--- config.mk ---
export PLATFORM = sky130hd
export DESIGN_NAME = queue_enq_arbiter
export DESIGN_NICKNAME = d
export VERILOG_FILES = /design/src/rtl/queue_enq_arbiter.sv
export SDC_FILE = /design/constraint.sdc
export NUM_CORES = 1
export LEC_CHECK = 0
export ABC_AREA = 1
export CAP_MARGIN = 20
export CORE_ASPECT_RATIO = 1.4
export CORE_MARGIN = 5
export CORE_UTILIZATION = 43
export DETAILED_ROUTE_END_ITERATION = 8
export PLACE_DENSITY = 0.89
export SLEW_MARGIN = 20
export SYNTH_ARGS = -nofsm -noshare
export SYNTH_HDL_FRONTEND = slang
export SYNTH_SLANG_ARGS = --single-unit
--- constraint.sdc ---
create_clock -name clock_1M -period 1.45 [get_ports clock_1M]
set_input_delay 0.2175 -clock clock_1M [delete_from_list [all_inputs] [get_ports clock_1M]]
set_output_delay 0.2175 -clock clock_1M [all_outputs]
set_load 0.02 [all_outputs]
--- src/rtl/queue_enq_arbiter.sv ---
// Round-robin arbiter sharing the byte-queue enqueue port between two deserializer channels.
// Optional ARB_FIXED_PRIO_EN: channel A always wins contention and the round-robin pointer is frozen.
//
// state  | meaning
// IDLE   | sample valids and queue occupancy, grant a channel or stall
// ISSUE  | enq/ack pulse for the granted byte, advance pointer, load settle timer
// SETTLE | wait SETTLE_CYCLES for len_in to reflect the new byte
module queue_enq_arbiter #(
  parameter int QUEUE_DEPTH   = 8,
  parameter int SETTLE_CYCLES = 2
) (
  input  logic       clock_1M,
  input  logic       reset,
  input  logic [7:0] data_a_in,
  input  logic       valid_a_in,
  output logic       ack_a_out,
  input  logic [7:0] data_b_in,
  input  logic       valid_b_in,
  output logic       ack_b_out,
  input  logic [3:0] len_in,
  output logic       enq_out,
  output logic [7:0] enq_data_out,
  output logic [1:0] grant_out,
  output logic       stall_out
);

  typedef enum logic [1:0] {
    IDLE   = 2'd0,
    ISSUE  = 2'd1,
    SETTLE = 2'd2
  } state_t;

  localparam logic [4:0] DEPTH_LIM = 5'(QUEUE_DEPTH);
  localparam logic [3:0] SETTLE_LD = 4'(SETTLE_CYCLES);

  state_t     state, state_nxt;
  logic       ptr_b, ptr_b_nxt;
  logic [3:0] settle_cnt, settle_cnt_nxt;
  logic       ack_a_nxt, ack_b_nxt, enq_nxt, stall_nxt;
  logic [7:0] enq_data_nxt;
  logic [1:0] grant_nxt;
  logic       full, pick_a, pick_b;

  assign full = ({1'b0, len_in} >= DEPTH_LIM);

`ifdef ARB_FIXED_PRIO_EN
  assign pick_a = valid_a_in;
  assign pick_b = valid_b_in & ~valid_a_in;
`else
  assign pick_a = valid_a_in & (~valid_b_in | ~ptr_b);
  assign pick_b = valid_b_in & (~valid_a_in | ptr_b);
`endif

  always_ff @(posedge clock_1M or posedge reset) begin
    if (reset) begin
      state        <= IDLE;
      ptr_b        <= 1'b0;
      settle_cnt   <= 4'd0;
      ack_a_out    <= 1'b0;
      ack_b_out    <= 1'b0;
      enq_out      <= 1'b0;
      enq_data_out <= 8'h00;
      grant_out    <= 2'b00;
      stall_out    <= 1'b0;
    end else begin
      state        <= state_nxt;
      ptr_b        <= ptr_b_nxt;
      settle_cnt   <= settle_cnt_nxt;
      ack_a_out    <= ack_a_nxt;
      ack_b_out    <= ack_b_nxt;
      enq_out      <= enq_nxt;
      enq_data_out <= enq_data_nxt;
      grant_out    <= grant_nxt;
      stall_out    <= stall_nxt;
    end
  end

  // enq/ack are registered on the grant edge so they are high for exactly the ISSUE cycle
  always_comb begin
    state_nxt      = state;
    ptr_b_nxt      = ptr_b;
    settle_cnt_nxt = settle_cnt;
    ack_a_nxt      = 1'b0;
    ack_b_nxt      = 1'b0;
    enq_nxt        = 1'b0;
    stall_nxt      = 1'b0;
    enq_data_nxt   = enq_data_out;
    grant_nxt      = grant_out;
    case (state)
      IDLE: begin
        stall_nxt = full & (valid_a_in | valid_b_in);
        if (!full) begin
          if (pick_a) begin
            grant_nxt    = 2'b01;
            enq_data_nxt = data_a_in;
            enq_nxt      = 1'b1;
            ack_a_nxt    = 1'b1;
            state_nxt    = ISSUE;
          end else if (pick_b) begin
            grant_nxt    = 2'b10;
            enq_data_nxt = data_b_in;
            enq_nxt      = 1'b1;
            ack_b_nxt    = 1'b1;
            state_nxt    = ISSUE;
          end
        end
      end
      ISSUE: begin
`ifndef ARB_FIXED_PRIO_EN
        ptr_b_nxt = grant_out[0];
`endif
        settle_cnt_nxt = SETTLE_LD;
        state_nxt      = SETTLE;
      end
      SETTLE: begin
        if (settle_cnt <= 4'd1) begin
          settle_cnt_nxt = 4'd0;
          state_nxt      = IDLE;
        end else begin
          settle_cnt_nxt = settle_cnt - 4'd1;
        end
      end
      default: state_nxt = IDLE;
    endcase
  end

endmodule

* Word level (Yosys, flattened, before mapping)
Cells that the tools add are included.
Word-level totals: bits in registers 21, input bits 24, output and inout port bits 14, logic and storage cells 54
Cells by class: $add $sub $neg 1, magnitude comparators 2, equal/unequal tests 5, multiplexer cells 22, bitwise logic cells 10, reductions and logical operators 5
Operators by type and width (count):
- 8-bit two-way mux | 2
- 2-bit two-way mux | 6
- 1-bit two-way mux | 11
- 4-bit case mux with 2 select lines | 1
- 2-bit case mux with 3 select lines | 1
- 3-bit AND reduction | 2
- 4-bit >= comparator (second input constant) | 1
- 4-bit by 1-bit less-or-equal comparator with 1-bit output (second input constant) | 1
- 4-bit two-way mux | 1
- 2-bit inequality test (second input constant) | 2
- 1-bit inverter | 4
- 2-bit nonzero test | 2
- 4-bit by 1-bit subtractor with 4-bit output (second input constant) | 1
- 1-bit bitwise AND | 3
- 3-bit inequality test (second input constant) | 1
- 1-bit bitwise OR | 3
- 2-bit by 1-bit equality test with 1-bit output (second input constant) | 1
- 2-bit equality test (second input constant) | 1
- 2-bit logical NOT | 1

* Longest topological paths before layout
Gate-level depths: netlist of run 1.
depth after elaboration 7, mapped depth 9

* Worst setup path before layout of run 1
OpenSTA, ideal clock, no wires.
kind flip-flop to flip-flop, start reg state[0], end reg settle_cnt[2], arrival time 1.116 ns, slack 0.209 ns, stages on the path, launching flop included 6, path buffers 1, cell sequence dfrtp_1 > inv_1 > ha_1 > clkbuf_2 > a21boi_0 > nor2_1
On the way: cells in the longest elaborated chain, start to end 2, elaborated cells between the ends (all ways) 4, those cells by class 2 x eq/ne; 1 x mux; 1 x reduce/logical
Ends and longest elaborated chain:
- from (decl) | RTL line 36 | state_t state, state_nxt;
- from (signal assigned) | RTL line 66 | state <= state_nxt;
- 2-bit equality test / 2-bit by 1-bit equality test with 1-bit output (equally long branches) | RTL line 89 | case (state)
- 4-bit case mux with 2 select lines / 2-bit nonzero test (equally long branches)
- to (signal assigned) | RTL line 68 | settle_cnt <= settle_cnt_nxt;
- to (decl) | RTL line 38 | logic [3:0] settle_cnt, settle_cnt_nxt;
Parallel ways exist; a longest one is shown, timed or not. A chain may end at the register's enable or synchronous reset.

* Worst setup path after layout of run 1
start reg settle_cnt[0], end reg state[0]
On the way: cells in the longest elaborated chain, start to end 3
Ends and longest elaborated chain:
- 4-bit by 1-bit less-or-equal comparator with 1-bit output | RTL line 116 | if (settle_cnt <= 4'd1) begin
- 2-bit inequality test (no source line)
- 3-bit AND reduction (no source line)
No other way between the ends.

==> summary.md, run 1 <==
| Metric | Value |
|---|---|
| Synth cell types | 21 |
| Crit path arrival time | 1510 ps |
| Clock Path Buffers | 2 |
| First-pass GRT wire length | 3.86 mm |
| Leakage | 0.832 nW |
| Final RePlAce weighted congestion | 0.779 |
| Gate Count Post-Synth | 134 |
| WL/cell | 11.7 um |
| Reg-to-reg startpoint | settle_cnt[0]$_DFFE_PP0P_ |
| Slew margin rel. | between 70% and 80% |
| Total Power | 2.46 mW |
| Reg2reg end | state[0]$_DFFE_PP0P_ |
| Worst Skew | about 3.4 ps |
| Via count | ~960 |
| Largest net degree at the start of global routing | 22 |
| Post-layout nets | approximately 210 |
| Die Ht | a little under 70 um |
| Gate power share | between 50% and 60% |
| Worst VDD drop | slightly below 0.9 mV |
| Pre-CTS setup slack | -206 ps |
| Synth top area cells | dfrtp_1 50%, nand2_1 23%, ha_1 7.1% |
| CTS Buf Count | 3 |
| Setup TNS | 0 ps |
| GRT overflow | 0 |
| Synthesis warning total | 0 |
| Port Buffers | 34 |
| IO Pins | 38 |
| Row cnt | 21 |
| H-tree Lvls | 1 |
| Mean Syn Cell Area | between 7 and 8 um2 |
| Worst-skew pair later-pin latency | 290 ps |
| Post-synth net total | 164 |
| Startpoint Class | flop |
| Register area share after synthesis | just under 50% |
| Crit-path max FO | 5 |
| DIE AREA | roughly 0.0036 mm2 |
| Final hold vios | 0 |
| CP Class | reg2reg |
| Slew @ Worst Pin | 315 ps |
| FF-to-FF setup slack | 120 ps |
| Number of global-route vias before repair | 921 |
| HP Class | in2async |
| Clock root cell | clkbuf_4 |
| DPL Wire Length | 1.89 mm |
| Area grow syn2layout | 40.9% |
| P_sw | roughly 1.0 mW |
| Initial DRC Count | 21 |
| Clock power frac | a little over a tenth |
| Post-Route Utilization | 63.0% |
| Layout cell share with drive strength beyond 1 | 10.2% |
| GRT Overall Usage | 14.1% |
| FF-to-FF path depth | 9 |
| # Post-CTS Setup Buffers | 0 |
| Period minus WS final | 1330 ps |
| PwrDens | around 1700 mW/mm2 |
| Netlist area before placement | 0.00106 mm2 |
| CP required | roughly 1600 ps |
| P_int | 1.43 mW |
| Chip width | just over 50 um |
| Drt pass-1 iters | 4 |
| FMAX | 0.754 GHz |
| Core ar. | 0.00236 mm2 |
| Most frequent cells in the layout | 65 x nand2_1, 21 x dfrtp_1, 20 x clkdlybuf4s50_1 |
| Residual DRC | 0 |
| Antenna-violating nets left | 0 |
| Initial antenna violation count | 0 |
| Area leader, netlist | dfrtp_1 |
| Initial Utilization | 44.7% |
| Final Max Tran Viols | 0 |
| CTS tree | done |
| Crit path capture type | flop |
| # setup viols final | 0 |
| Final wirelength | 2.35 mm |
| Clock Sinks | 21 |
| Switch share | 41.8% |
| Max cap viols | 0 |
| Vias/cell | ~4.8 |
| Area share of the leading cell type in the synthesized netlist | between 40% and 50% |
| Sequential Power Share | 38.2% |
| Run status | finished, final reports clean |
| #FFs+latches synth | 21 |
| Final worst-path cycle share | 91.5% |
| Most common cell after layout, fill and taps aside | nand2_1 |
| PnR worst setup slack | 124 ps |
| Number of diodes | 0 |
| Unrepaired setup endpoints after global routing | false |
| Reg clk slew, reported paths | 110 ps |
==> critical path, cell delays in order (launching register included) <==
cell and delay, ps:
dfrtp_1 400, inv_1 140, ha_1 190, inv_1 40, nand2_1 50, nand2_1 100, nand2_1 120, nand2_1 80
nand2_1 60, nand2_1 50
==> synthesized netlist by cell type, drive strengths merged <==
master / number
xnor2: 1
dfrtp: 21
o21ai: 3
nor2: 12
a21oi: 1
buf: 2
ha: 6
clkbuf: 1
a21boi: 1
mux2: 1
or2: 1
nand3: 3
nand2: 66
nand4: 2
inv: 13
==> power groups by stage <==
stage	Combinational (mW)	Sequential, mW	Clock (mW)
floorplan	0.589	1.13	0
global placement	1.29	0.948	0
detailed placement	1.34	0.957	0
CTS	1.25	0.939	0.280
global route	1.39	0.964	0.303
finish	1.25	0.940	0.266
==> routing by layer <==
layer / vias to the layer above / global-route usage (%) / part of all wire, %
li1: 491 / - / -
met1: 443 / 15.7 / 40
met2: 21 / 28.3 / 55
met3: 2 / 0.215 / 3.4
met4: 0 / 4.59 / 1.1
met5: - / 0 / 0
==> how the worst max path moves through the flow <==
stage                                          from                           to  slack [ps]
after global placement                   valid_b_in  enq_data_out[0]$_DFFE_PP0P_        -150
after detailed placement                 valid_b_in  enq_data_out[1]$_DFFE_PP0P_        -210
after floorplan                state[0]$_DFFE_PP0P_    settle_cnt[2]$_DFFE_PP0P_         210
after global routing      settle_cnt[0]$_DFFE_PP0P_         state[1]$_DFFE_PP0P_          20
final                     settle_cnt[0]$_DFFE_PP0P_         state[0]$_DFFE_PP0P_         120
after CTS                         enq_out$_DFF_PP0_                      enq_out           2
==> cell type report <==
type,instances,area [um2]
inverter,13,48.8
multi-input combinational,97,474
timing repair buffer,42,387
fill,210,875
tap,23,28.8
clock buffer,4,26.3
sequential,21,526
==> through the flow <==
| stage | hold slack (ps) | cells | instance area [um2] |
|---|---|---|---|
| 6_report | 246 | 200 | 1490 |
| 5_1_grt | 280 | 200 | 1490 |
| 4_1_cts | 249 | 200 | 1480 |
| 3_5_place_dp | 476 | 196 | 1460 |
| 3_3_place_gp | 463 | 196 | 1460 |
| 2_1_floorplan | 194 | 134 | 1060 |
==> state kept, by name, summed over array words and instances (netlist names) <==
name / count
enq_out: 1
settle_cnt: 4
grant_out: 2
ack_a_out: 1
stall_out: 1
ack_b_out: 1
state: 2
enq_data_out: 8
ptr_b: 1
==> logic make-up (layout without fill, tap and decap cells) <==
kind of cell	count (synthesis)	count (layout)	share of synthesized area, %
compound gates	5	5	2.60
xor+xnor	1	1	0.829
fa+ha+maj	6	6	7.10
buf+inv	16	59	6.86
flops	21	21	49.7
mux	1	1	1.07
simple gates	84	84	31.8
==> what timing repair did <==
item,in CTS,in global routing
setup endpoints to repair,23,14
hold buffers,0,0
resized for setup,14,4
Power figures use the tool's default switching activity.
==> run 2: changes to the inputs <==
Settings changed: CTS_CLUSTER_SIZE set to 8.
==> results of run 2 <==
Final layout, timing and power as in run 1 (identical DEF).
==> run 3: changes to the inputs <==
Settings changed: CTS_BUF_LIST set to sky130_fd_sc_hd__clkbuf_16.
==> summary.md, run 3 (synthesis results as in run 1) <==
| Metric | Value |
|---|---|
| Final Max Tran Viols | 0 (unchanged) |
| CP Class | reg2out |
| DIE AREA | 0.00356 mm2 (unchanged) |
| Row cnt | 21 (unchanged) |
| Post-Route Utilization | 66.1% (+3.1 points) |
| CP cell instances | clkdlybuf4s50_1 |
| Post-route cell area | 0.00156 mm2 (+4.9%) |
| Reg with most FFs | enq_data_out |
| Slew margin rel. | 79.4% (+0.49 points) |
| Slew @ Worst Pin | 308 ps (-7.23 ps) |
| Worst-skew pair later-pin latency | 250 ps (-40 ps) |
| Biggest regs | enq_data_out: 8 flops, settle_cnt: 4 flops |
| Via count | 972 (+1.6%) |
| H-tree Lvls | 1 (unchanged) |
| Residual DRC | 0 (unchanged) |
| Initial Utilization | 44.7% (unchanged) |
| Clock Sinks | 21 (unchanged) |
| FMAX | 0.700 GHz (-7.2%) |
| GRT Overall Usage | 16.7% (+2.6 points) |
| Chip width | 51.9 um (unchanged) |
| CTS tree | done |
| Largest net degree at the start of global routing | 22 (unchanged) |
| Area grow syn2layout | 47.8% |
| Leakage | 0.865 nW (+4.0%) |
| Initial DRC Count | 14 (-33%) |
| Final RePlAce weighted congestion | 0.779 (unchanged) |
| HP Class | in2async |
| Number of global-route vias before repair | 1017 (+10%) |
| Final hold vios | 0 (unchanged) |
| Hold buffers post-CTS | 0 (unchanged) |
| Core ar. | 0.00236 mm2 (unchanged) |
| Vias/cell | 4.86 (+1.6%) |
| Unrepaired setup endpoints after global routing | false |
| IO Pins | 38 (unchanged) |
| WL/cell | 13.1 um (+11%) |
| Worst VDD drop | 0.986 mV (+13%) |
| Worst Skew | 0.981 ps (-2.42 ps) |
| Clock Path Buffers | 2 (unchanged) |
| Most frequent cells in the layout | 65 x nand2_1, 27 x clkdlybuf4s50_1, 21 x dfrtp_1 |
| CTS Buf Count | 3 (unchanged) |
| Initial antenna violation count | 0 (unchanged) |
| Reg clk slew, reported paths | 60 ps (-50 ps) |
| Antenna-violating nets left | 0 (unchanged) |
| Startpoint Class | flop |
| Run status | finished, final reports clean |
| # setup viols final | 0 (unchanged) |
| Final worst-path cycle share | 98.5% (+7.1 points) |
| Crit path capture type | output pin |
| Port Buffers | 34 (unchanged) |
| Die Ht | 68.7 um (unchanged) |
| Post-layout nets | 208 (unchanged) |
| Final wirelength | 2.61 mm (+11%) |
| DPL Wire Length | 1.89 mm (unchanged) |
| Most common cell after layout, fill and taps aside | nand2_1 |
| CP required | 1230 ps (-410 ps) |
| Hold slack | 289 ps (+42.4 ps) |
| Clock root cell | clkbuf_16 |
| Max reg flops | 8 (unchanged) |
| First-pass GRT wire length | 4.30 mm (+11%) |
| Max cap viols | 0 (unchanged) |
| Post-Place Cell Area | 0.00146 mm2 (unchanged) |
| Setup TNS | 0 ps (unchanged) |
| Max incr delay on CP | 610 ps (+210 ps) |
| Crit-path max FO | 2 (-3) |
| Buf/Inv on CP | 1 (-1) |
| Drt pass-1 iters | 4 (unchanged) |
| CP max stage cell | clkdlybuf4s50_1 |
| Period minus WS final | 1430 ps (+102 ps) |
| Cell family with most CP delay | buffers and inverters |
| Layout fillers | 189 (-10%) |
| Crit path arrival time | 1210 ps (-300 ps) |
| Number of diodes | 0 (unchanged) |
| PwrDens | 1830 mW/mm2 (+11%) |
| Layout cell share with drive strength beyond 1 | 10.2% (unchanged) |
| GRT overflow | 0 (unchanged) |
[run 3: power by group]
group	internal [mW]	switching [mW]	total (mW)	leakage (nW)
Combinational	0.581	0.752	1.33	0.559
Sequential	0.815	0.136	0.951	0.264
Clock	0.368	0.212	0.579	0.0423
Total	1.76	1.10	2.86	0.865
[run 3: routing by layer]
metal	global-route usage [%]	vias up	wire, um
li1	-	490	-
met1	16.7	455	976
met2	31.3	22	1470
met3	1.72	5	97
met4	12.1	0	68
met5	0	-	0
[run 3: worst paths after layout]
path / startpoint / end / slack [ps] / depth (start not counted)
max reg2reg: state[1]$_DFFE_PP0P_ / settle_cnt[2]$_DFFE_PP0P_ / 100 / 6
min: reset / enq_data_out[4]$_DFFE_PP0P_ / 290 / 3
max: enq_data_out[0]$_DFFE_PP0P_ / enq_data_out[0] / 20 / 1
min in group clock_1M: enq_data_out[2]$_DFFE_PP0P_ / enq_data_out[2]$_DFFE_PP0P_ / 480 / 2
min reg2reg: enq_data_out[2]$_DFFE_PP0P_ / enq_data_out[2]$_DFFE_PP0P_ / 480 / 2
max in group asynchronous: reset / settle_cnt[2]$_DFFE_PP0P_ / 940 / 3
[run 3: cell type report]
class	count	area, um2	share of cell area, %
Tap cell	23	28.8	1.84
Timing Repair Buffer	42	407	26.0
Clock buffer	3	75.1	4.80
Inverter	13	48.8	3.12
Clock inverter	1	3.75	0.240
Sequential cell	21	526	33.6
Multi-Input combinational cell	97	474	30.3
[run 3: what timing repair did]
| action | 4_1_cts | 5_1_grt |
|---|---|---|
| resized for setup | 4 | 7 |
| setup endpoints to repair | 14 | 17 |
| buffers inserted | 0 | 0 |
[run 3: through the flow]
step / power [mW] / cells / worst slack (ps)
2_1_floorplan: 1.72 / 134 / 209
3_3_place_gp: 2.23 / 196 / -150
3_5_place_dp: 2.30 / 196 / -206
4_1_cts: 2.88 / 200 / 0.239
5_1_grt: 3.06 / 200 / 6.12
6_report: 2.86 / 200 / 21.4
